==> src/rtl/sd_spi_pkg.sv <==
// Shared constants and types for the SD-card SPI responder.
// Command indices, R1 flag bits, FSM state type, CRC7 polynomial.
package sd_spi_pkg;

  localparam logic [5:0] CMD0  = 6'd0;
  localparam logic [5:0] CMD8  = 6'd8;
  localparam logic [5:0] CMD41 = 6'd41;
  localparam logic [5:0] CMD55 = 6'd55;
  localparam logic [5:0] CMD58 = 6'd58;

  localparam logic [7:0] R1_IDLE    = 8'h01;
  localparam logic [7:0] R1_ILLEGAL = 8'h04;
  localparam logic [7:0] R1_CRC_ERR = 8'h08;

  // x^7 + x^3 + 1, x^7 term implicit
  localparam logic [6:0] CRC7_POLY = 7'h09;

  typedef enum logic [1:0] {
    IDLE,
    RX_CMD,
    NCR_WAIT,
    TX_RESP
  } state_t;

endpackage

==> src/rtl/sd_crc7.sv <==
// Serial CRC7 over command bits, one bit per i_en strobe.
// Ports: clk, rst_n, i_clr (sync clear), i_en, i_bit, o_crc[6:0].
import sd_spi_pkg::*;

module sd_crc7 (
  input  logic       clk,
  input  logic       rst_n,
  input  logic       i_clr,
  input  logic       i_en,
  input  logic       i_bit,
  output logic [6:0] o_crc
);

  logic [6:0] r_crc;
  logic       w_fb;

  assign w_fb  = i_bit ^ r_crc[6];
  assign o_crc = r_crc;

  always_ff @(posedge clk or negedge rst_n) begin
    if (!rst_n) begin
      r_crc <= '0;
    end else if (i_clr) begin
      r_crc <= '0;
    end else if (i_en) begin
      r_crc <= {r_crc[5:0], 1'b0}
             ^ (w_fb ? CRC7_POLY : 7'h00);
    end
  end

endmodule

==> src/rtl/sd_card_spi_responder.sv <==
// SD-card SPI-mode command responder (CMD0/8/55/ACMD41/58).
// Ports: clk210_p, reset_p, sd_spi_{sck,ss,mosi}_p in, sd_spi_miso_p,
// cmd_valid_p, cmd_index_p, cmd_arg_p, card_ready_p out.
import sd_spi_pkg::*;

module sd_card_spi_responder #(
  parameter int INIT_POLLS = 2,
  parameter bit CCS_BIT    = 1'b1,
  parameter bit CHECK_CRC  = 1'b0
) (
  input  logic        clk210_p,
  input  logic        reset_p,
  input  logic        sd_spi_sck_p,
  input  logic        sd_spi_ss_p,
  input  logic        sd_spi_mosi_p,
  output logic        sd_spi_miso_p,
  output logic        cmd_valid_p,
  output logic [5:0]  cmd_index_p,
  output logic [31:0] cmd_arg_p,
  output logic        card_ready_p
);

  localparam logic [7:0] LP_POLLS = 8'(INIT_POLLS);

  logic [1:0]  r_sck_s, r_ss_s, r_mosi_s;
  logic        r_sck_d;
  state_t      r_state, w_state_nx;
  logic        r_got0;
  logic [5:0]  r_bcnt;
  logic [44:0] r_sh;
  logic [39:0] r_resp;
  logic [5:0]  r_len;
  logic        r_miso, r_valid;
  logic [5:0]  r_idx;
  logic [31:0] r_arg;
  logic        r_ready, r_app;
  logic [7:0]  r_cnt;

  logic        w_sck, w_ss, w_mosi;
  logic        w_rise, w_fall, w_end;
  logic [5:0]  w_idx;
  logic [31:0] w_arg;
  logic [6:0]  w_crc_rx, w_crc;
  logic        w_crc_ok, w_idle;
  logic [39:0] w_resp;
  logic [5:0]  w_len;
  logic        w_rdy_nx, w_app_nx;
  logic [7:0]  w_cnt_nx;

  assign w_sck  = r_sck_s[1];
  assign w_ss   = r_ss_s[1];
  assign w_mosi = r_mosi_s[1];
  assign w_rise = w_sck & ~r_sck_d;
  assign w_fall = ~w_sck & r_sck_d;

  // index, arg, crc survive in r_sh; start/tx bits shift out the top
  assign w_idx    = r_sh[44:39];
  assign w_arg    = r_sh[38:7];
  assign w_crc_rx = r_sh[6:0];
  assign w_end    = (r_state == RX_CMD) & w_rise
                  & (r_bcnt == 6'd47);
  assign w_idle   = ~r_ready;

  generate
    if (CHECK_CRC) begin : g_crc
      logic w_clr, w_en;
      // a lone '0' from a cleared CRC leaves it at zero,
      // so clearing on every IDLE zero primes the start bit
      assign w_clr = ~w_ss & w_rise & ~w_mosi
                   & (r_state == IDLE);
      assign w_en  = ~w_ss & w_rise
                   & (((r_state == IDLE) & w_mosi & r_got0)
                   | ((r_state == RX_CMD) & (r_bcnt < 6'd40)));
      sd_crc7 u_crc (
        .clk   (clk210_p),
        .rst_n (reset_p),
        .i_clr (w_clr),
        .i_en  (w_en),
        .i_bit (w_mosi),
        .o_crc (w_crc)
      );
    end else begin : g_no_crc
      assign w_crc = '0;
    end
  endgenerate

  assign w_crc_ok = !CHECK_CRC || (w_crc == w_crc_rx);

  always_comb begin
    w_rdy_nx = r_ready;
    w_app_nx = 1'b0;
    w_cnt_nx = r_cnt;
    w_resp   = '0;
    w_len    = 6'd8;
    if (!w_crc_ok) begin
      w_app_nx     = r_app;
      w_resp[39:32] = R1_CRC_ERR | {7'b0, w_idle};
    end else begin
      unique case (1'b1)
        (w_idx == CMD0): begin
          w_rdy_nx      = 1'b0;
          w_cnt_nx      = '0;
          w_resp[39:32] = R1_IDLE;
        end
        (w_idx == CMD8): begin
          w_resp = {7'b0, w_idle, 16'h0000,
                    4'h0, w_arg[11:0]};
          w_len  = 6'd40;
        end
        (w_idx == CMD55): begin
          w_app_nx      = 1'b1;
          w_resp[39:32] = {7'b0, w_idle};
        end
        ((w_idx == CMD41) && r_app): begin
          if (r_cnt < LP_POLLS) begin
            w_cnt_nx      = r_cnt + 8'd1;
            w_resp[39:32] = R1_IDLE;
          end else begin
            w_rdy_nx = 1'b1;
          end
        end
        (w_idx == CMD58): begin
          w_resp = {7'b0, w_idle, r_ready,
                    r_ready & CCS_BIT, 6'b0,
                    24'hFF8000};
          w_len  = 6'd40;
        end
        default: begin
          w_resp[39:32] = R1_ILLEGAL | {7'b0, w_idle};
        end
      endcase
    end
  end

  always_comb begin
    w_state_nx = r_state;
    if (w_ss) begin
      w_state_nx = IDLE;
    end else begin
      unique case (r_state)
        IDLE:
          if (w_rise && w_mosi && r_got0)
            w_state_nx = RX_CMD;
        RX_CMD:
          if (w_end)
            w_state_nx = w_mosi ? NCR_WAIT : IDLE;
        NCR_WAIT:
          if (w_fall && r_bcnt == 6'd8)
            w_state_nx = TX_RESP;
        TX_RESP:
          if (w_fall && r_bcnt == r_len)
            w_state_nx = IDLE;
        default: w_state_nx = IDLE;
      endcase
    end
  end

  always_ff @(posedge clk210_p or negedge reset_p) begin
    if (!reset_p) r_state <= IDLE;
    else          r_state <= w_state_nx;
  end

  always_ff @(posedge clk210_p or negedge reset_p) begin
    if (!reset_p) begin
      r_sck_s  <= 2'b00;
      r_ss_s   <= 2'b11;
      r_mosi_s <= 2'b11;
      r_sck_d  <= 1'b0;
      r_got0   <= 1'b0;
      r_bcnt   <= '0;
      r_sh     <= '0;
      r_resp   <= '0;
      r_len    <= 6'd8;
      r_miso   <= 1'b1;
      r_valid  <= 1'b0;
      r_idx    <= '0;
      r_arg    <= '0;
      r_ready  <= 1'b0;
      r_app    <= 1'b0;
      r_cnt    <= '0;
    end else begin
      r_sck_s  <= {r_sck_s[0], sd_spi_sck_p};
      r_ss_s   <= {r_ss_s[0], sd_spi_ss_p};
      r_mosi_s <= {r_mosi_s[0], sd_spi_mosi_p};
      r_sck_d  <= w_sck;
      r_valid  <= 1'b0;
      if (w_ss) begin
        r_miso <= 1'b1;
        r_bcnt <= '0;
        r_got0 <= 1'b0;
      end else begin
        unique case (r_state)
          IDLE: begin
            r_miso <= 1'b1;
            if (w_rise) begin
              r_got0 <= ~w_mosi;
              r_bcnt <= 6'd2;
              r_sh   <= '0;
            end
          end
          RX_CMD: if (w_rise) begin
            r_sh   <= {r_sh[43:0], w_mosi};
            r_bcnt <= r_bcnt + 6'd1;
            if (w_end) begin
              r_bcnt <= '0;
              if (w_mosi) begin
                r_valid <= 1'b1;
                r_idx   <= w_idx;
                r_arg   <= w_arg;
                r_resp  <= w_resp;
                r_len   <= w_len;
                r_ready <= w_rdy_nx;
                r_app   <= w_app_nx;
                r_cnt   <= w_cnt_nx;
              end
            end
          end
          // ninth falling edge after the end bit drives the first
          // response bit, so the host reads one full 0xFF first
          NCR_WAIT: if (w_fall) begin
            if (r_bcnt == 6'd8) begin
              r_miso <= r_resp[39];
              r_resp <= {r_resp[38:0], 1'b0};
              r_bcnt <= 6'd1;
            end else begin
              r_bcnt <= r_bcnt + 6'd1;
            end
          end
          TX_RESP: if (w_fall) begin
            if (r_bcnt == r_len) begin
              r_miso <= 1'b1;
            end else begin
              r_miso <= r_resp[39];
              r_resp <= {r_resp[38:0], 1'b0};
              r_bcnt <= r_bcnt + 6'd1;
            end
          end
          default: r_miso <= 1'b1;
        endcase
      end
    end
  end

  assign sd_spi_miso_p = r_miso;
  assign cmd_valid_p   = r_valid;
  assign cmd_index_p   = r_idx;
  assign cmd_arg_p     = r_arg;
  assign card_ready_p  = r_ready;

endmodule

==> config.mk <==
export PLATFORM = sky130hd
export DESIGN_NAME = sd_card_spi_responder
export DESIGN_NICKNAME = d
export VERILOG_FILES = /design/src/rtl/sd_spi_pkg.sv /design/src/rtl/sd_crc7.sv /design/src/rtl/sd_card_spi_responder.sv
export SDC_FILE = /design/constraint.sdc
export NUM_CORES = 1
export LEC_CHECK = 0
export CORE_ASPECT_RATIO = 1.25
export CORE_MARGIN = 2
export CORE_UTILIZATION = 58
export DETAILED_ROUTE_END_ITERATION = 8
export PLACE_DENSITY = 0.78
export RECOVER_POWER = 50
export SKIP_LAST_GASP = 1
export SLEW_MARGIN = 5
export SYNTH_ARGS = -nofsm -noshare
export SYNTH_HDL_FRONTEND = slang
export SYNTH_SLANG_ARGS = --single-unit
==> constraint.sdc <==
create_clock -name clk210_p -period 2.4 [get_ports clk210_p]
set_clock_uncertainty 0.15 [all_clocks]
set_input_delay 0.36 -clock clk210_p [delete_from_list [all_inputs] [get_ports clk210_p]]
set_output_delay 0.36 -clock clk210_p [all_outputs]
set_load 0.01 [all_outputs]
==> results.toml, run 1 <==
[place]
dpl.cell_count = 834
io_buffers = 45
place_congestion = 0.866
dp_hpwl_um = 7980
dpl-instance-area_mm2 = 0.00699

[clock_tree]
clk_latency_ns = 0.42
post_cts_buffers = 0
clkSinkCount = 152
cts-htree-levels = 4
postCtsResizedCells = 0
root_buffer = "clkbuf_16"
cts.path.max_buffers = 2
clk_pin_slew_ns = 0.07
cts_buffers = 17
cts_tree = "built"

[final_layout]
multiInputGateArea_mm2 = 0.00238
regArea_mm2 = 0.00381
fin_nets = 730
instances_no_fill = 867
area_delta_synth_final_pct = 18.8
fillers = 784
antenna_cells = 0
layout-drive-gt1-share_pct = 9.25
final_area_mm2 = 0.00756

[worst_setup_path]
r2r_cells = 7
crit_arrival_ns = 2.41
worst_ep_required_time_ns = 2.61
reg2reg_to = "cmd_arg_p[5]"
critPathCaptureType = "flop"
r2r_start = "r_bcnt[0]"
critPathMaxFanout = 29
worst_setup_path_start_kind = "flop"
reg2reg_slack_ns = 0.19
path_class = "flop to flop"

[die]
floorplan.initialDensity_pct = 59.7
num_rows = 42
core-area_mm2 = 0.0107
die_width_um = 97.7
fp.dieArea_mm2 = 0.0118
fp.dieH_um = 121
ioPinCount = 46

[drt]
postRouteAntennaNets = 0
drc_errors = 0
drtIter0Drc = 281
dr_total_vias = 4913
firstDrtPassIters = 5
wl_um = 13200
wl_per_cell_um = 15.2
viasPerCell = 5.67

[sta]
tightest_slew_ns = 1.32
max_freq_ghz = 0.453
finalCritPeriodShare_pct = 91.9
rsz0062_at_grt = "no"
setup_viol = 0
fin_tns_setup_ns = 0
period_needed_ns = 2.21
slew_headroom_pct = 12.2
finalHoldViolCount = 0
drv_slew = 0

[synthesis]
synth.distinct_cells = 58
syn_area_per_cell_um2 = 9.33
syn_nets = 690
syn-cell-area_mm2 = 0.00637
seq_area_frac_synth_pct = 59.8
synth_edf_count = 0
synth_top_area_share_pct = 57.8
ys.flop_type = "dfrtp_1"
ys_warn_count = 0
yosys-top-cells-area = "dfrtp_1 58%, nand2_1 16%, nand3_1 3.9%, o21ai_1 3.1%, dfstp_2 2.1%"
synthArstFlopShare_pct = 100
ys_seq_elements = 152
synth_cells = 682
synth_largest_area_cell = "dfrtp_1"

[pwr]
powerDensity_mw_per_mm2 = 699
power_leakage_nw = 3.73
vdd_ir_drop_max_uv = 502

[min_path]
hold_start = "r_sck_s[0]"
hold_path_class = "flop to flop"
holdPathStages = 0
hold_path_end = "r_sck_s[1]"

[global_route]
grt_use_total_pct = 23.2
grt_max_degree = 81
grt_pass1_vias = 4797
grt_pass1_wl_um = 22300
overflow = 0
antenna_found_initial = 0

[run_status]
status = "finished, final reports clean"

[job]
drv_cap = 0
==> through the flow <==
| step | utilization, % | setup slack, ns | hold WS (ns) | power, mW |
|---|---|---|---|---|
| after floorplan | - | 0.387 | -0.0856 | 2.66 |
| after global placement | 65.6 | 0.270 | 0.183 | 2.74 |
| after detailed placement | 65.6 | 0.208 | 0.189 | 2.75 |
| after CTS | 71.1 | 0.193 | 0.186 | 5.33 |
| after global routing | 70.9 | 0.000453 | 0.215 | 5.43 |
| final | 70.9 | 0.195 | 0.203 | 5.29 |
==> critical path, stage by stage, from the launching register on <==
cell,delay [ns]
dfrtp_1,0.40
ha_1,0.25
and4b_1,0.31
nand4_4,0.32
inv_2,0.33
buf_12,0.22
nand2_1,0.09
nand2_1,0.07
==> metal layers <==
layer,wire length (µm),up-vias,track usage [%]
met1,5790,2450,30.4
li1,-,2354,-
met4,152,0,7.12
met3,470,14,5.13
met5,0,-,0
met2,6740,95,39.3
==> cells by family after synthesis <==
kind of cell,after synthesis,synth area share [%]
AND/OR/NAND/NOR,372,25.7
buffers and inverters,46,2.91
flip-flops,152,59.8
adder cells (fa/ha/maj),3,0.590
XOR/XNOR,2,0.275
multiplexers,3,0.531
AO/OA/AOI/OAI,104,10.2
==> layout by cell type (no fill, tap or decap), types with 3 or more instances in the layout <==
master and instances:
inv_6 7, a21oi_1 13, clkdlybuf4s50_1 30, a311oi_1 3, buf_4 10, buf_12 3
nor3_1 7, ha_1 3, o21ai_0 8, nor2_1 12, mux2_2 3, nor2b_1 7
a22o_1 3, clkinvlp_4 4, clkbuf_16 17, and2_1 3, nand3b_1 3, o21ai_1 40
a21o_1 4, dfrtp_1 147, nand3_1 49, a22oi_1 13, dlygate4sd3_1 15, inv_1 4
a31oi_1 4, nor4b_1 3, dfstp_2 5, nand2_1 266
==> cell type report <==
class | count | area share [%]
clock buffers | 18 | 5.81
clock inverters | 14 | 1.84
inverters | 6 | 0.298
multi-input cells | 484 | 31.5
flip-flops and latches | 152 | 50.4
well taps | 132 | 2.18
repair buffers | 61 | 8.02
==> power by group <==
part / internal, mW / switching, mW / leakage [nW]
combinational: 0.0255 / 0.0819 / 1.36
sequential: 2.57 / 0.0105 / 2.10
clock: 1.48 / 1.12 / 0.271
==> registers in the layout, summed over array words and instances, names as in the netlist <==
register and cells:
r_sck_s 2, r_app 1, sd_spi_miso_p 1, cmd_valid_p 1, r_state 2, r_resp 40, r_len 1, r_ss_s 2
cmd_arg_p 32, r_bcnt 6, cmd_index_p 6, r_mosi_s 2, r_sh 45, r_got0 1, r_cnt 8, card_ready_p 1
r_sck_d 1
==> how the worst max path moves through the flow <==
stage,from,endpoint,slack [ns],cells after the start
floorplan,r_bcnt[0],r_bcnt[5],0.39,7
global placement,r_bcnt[0],r_bcnt[3],0.27,7
detailed placement,r_bcnt[0],r_bcnt[3],0.21,7
CTS,r_bcnt[0],cmd_arg_p[5],0.19,7
global route,r_state[1],r_resp[29],0.0005,7
finish,r_bcnt[0],cmd_arg_p[5],0.19,7
==> cell usage after synthesis (3+ instances only) <==
master and n:
buf_2 10, o21ai_1 40, nor3_1 7, and2_1 3, a21oi_1 13, o21ai_0 8
a21o_1 4, inv_1 4, a311oi_1 3, clkbuf_1 28, dfstp_2 5, ha_1 3
mux2_2 3, nand3_1 49, nand2_1 266, a22o_1 3, nor2b_1 8, nor2_1 12
a22oi_1 13, nand3b_1 3, nor4b_1 3, a31oi_1 4, dfrtp_1 147
==> what timing repair did <==
action / CTS / global route
endpoints found under the hold margin: 47 / 0
setup endpoints to repair: 0 / 0
hold buffers: 1 / 0
No activity file was read; power rests on OpenSTA's default activity.
==> run 2: changes to the inputs <==
--- a/config.mk
+++ b/config.mk
@@ -5,6 +5,7 @@
 export SDC_FILE = /design/constraint.sdc
 export NUM_CORES = 1
 export LEC_CHECK = 0
+export ABC_AREA = 0
 export CORE_ASPECT_RATIO = 1.25
 export CORE_MARGIN = 2
 export CORE_UTILIZATION = 58
==> results of run 2 <==
Same layout as run 1: the final DEF is identical, and so are final timing and power.
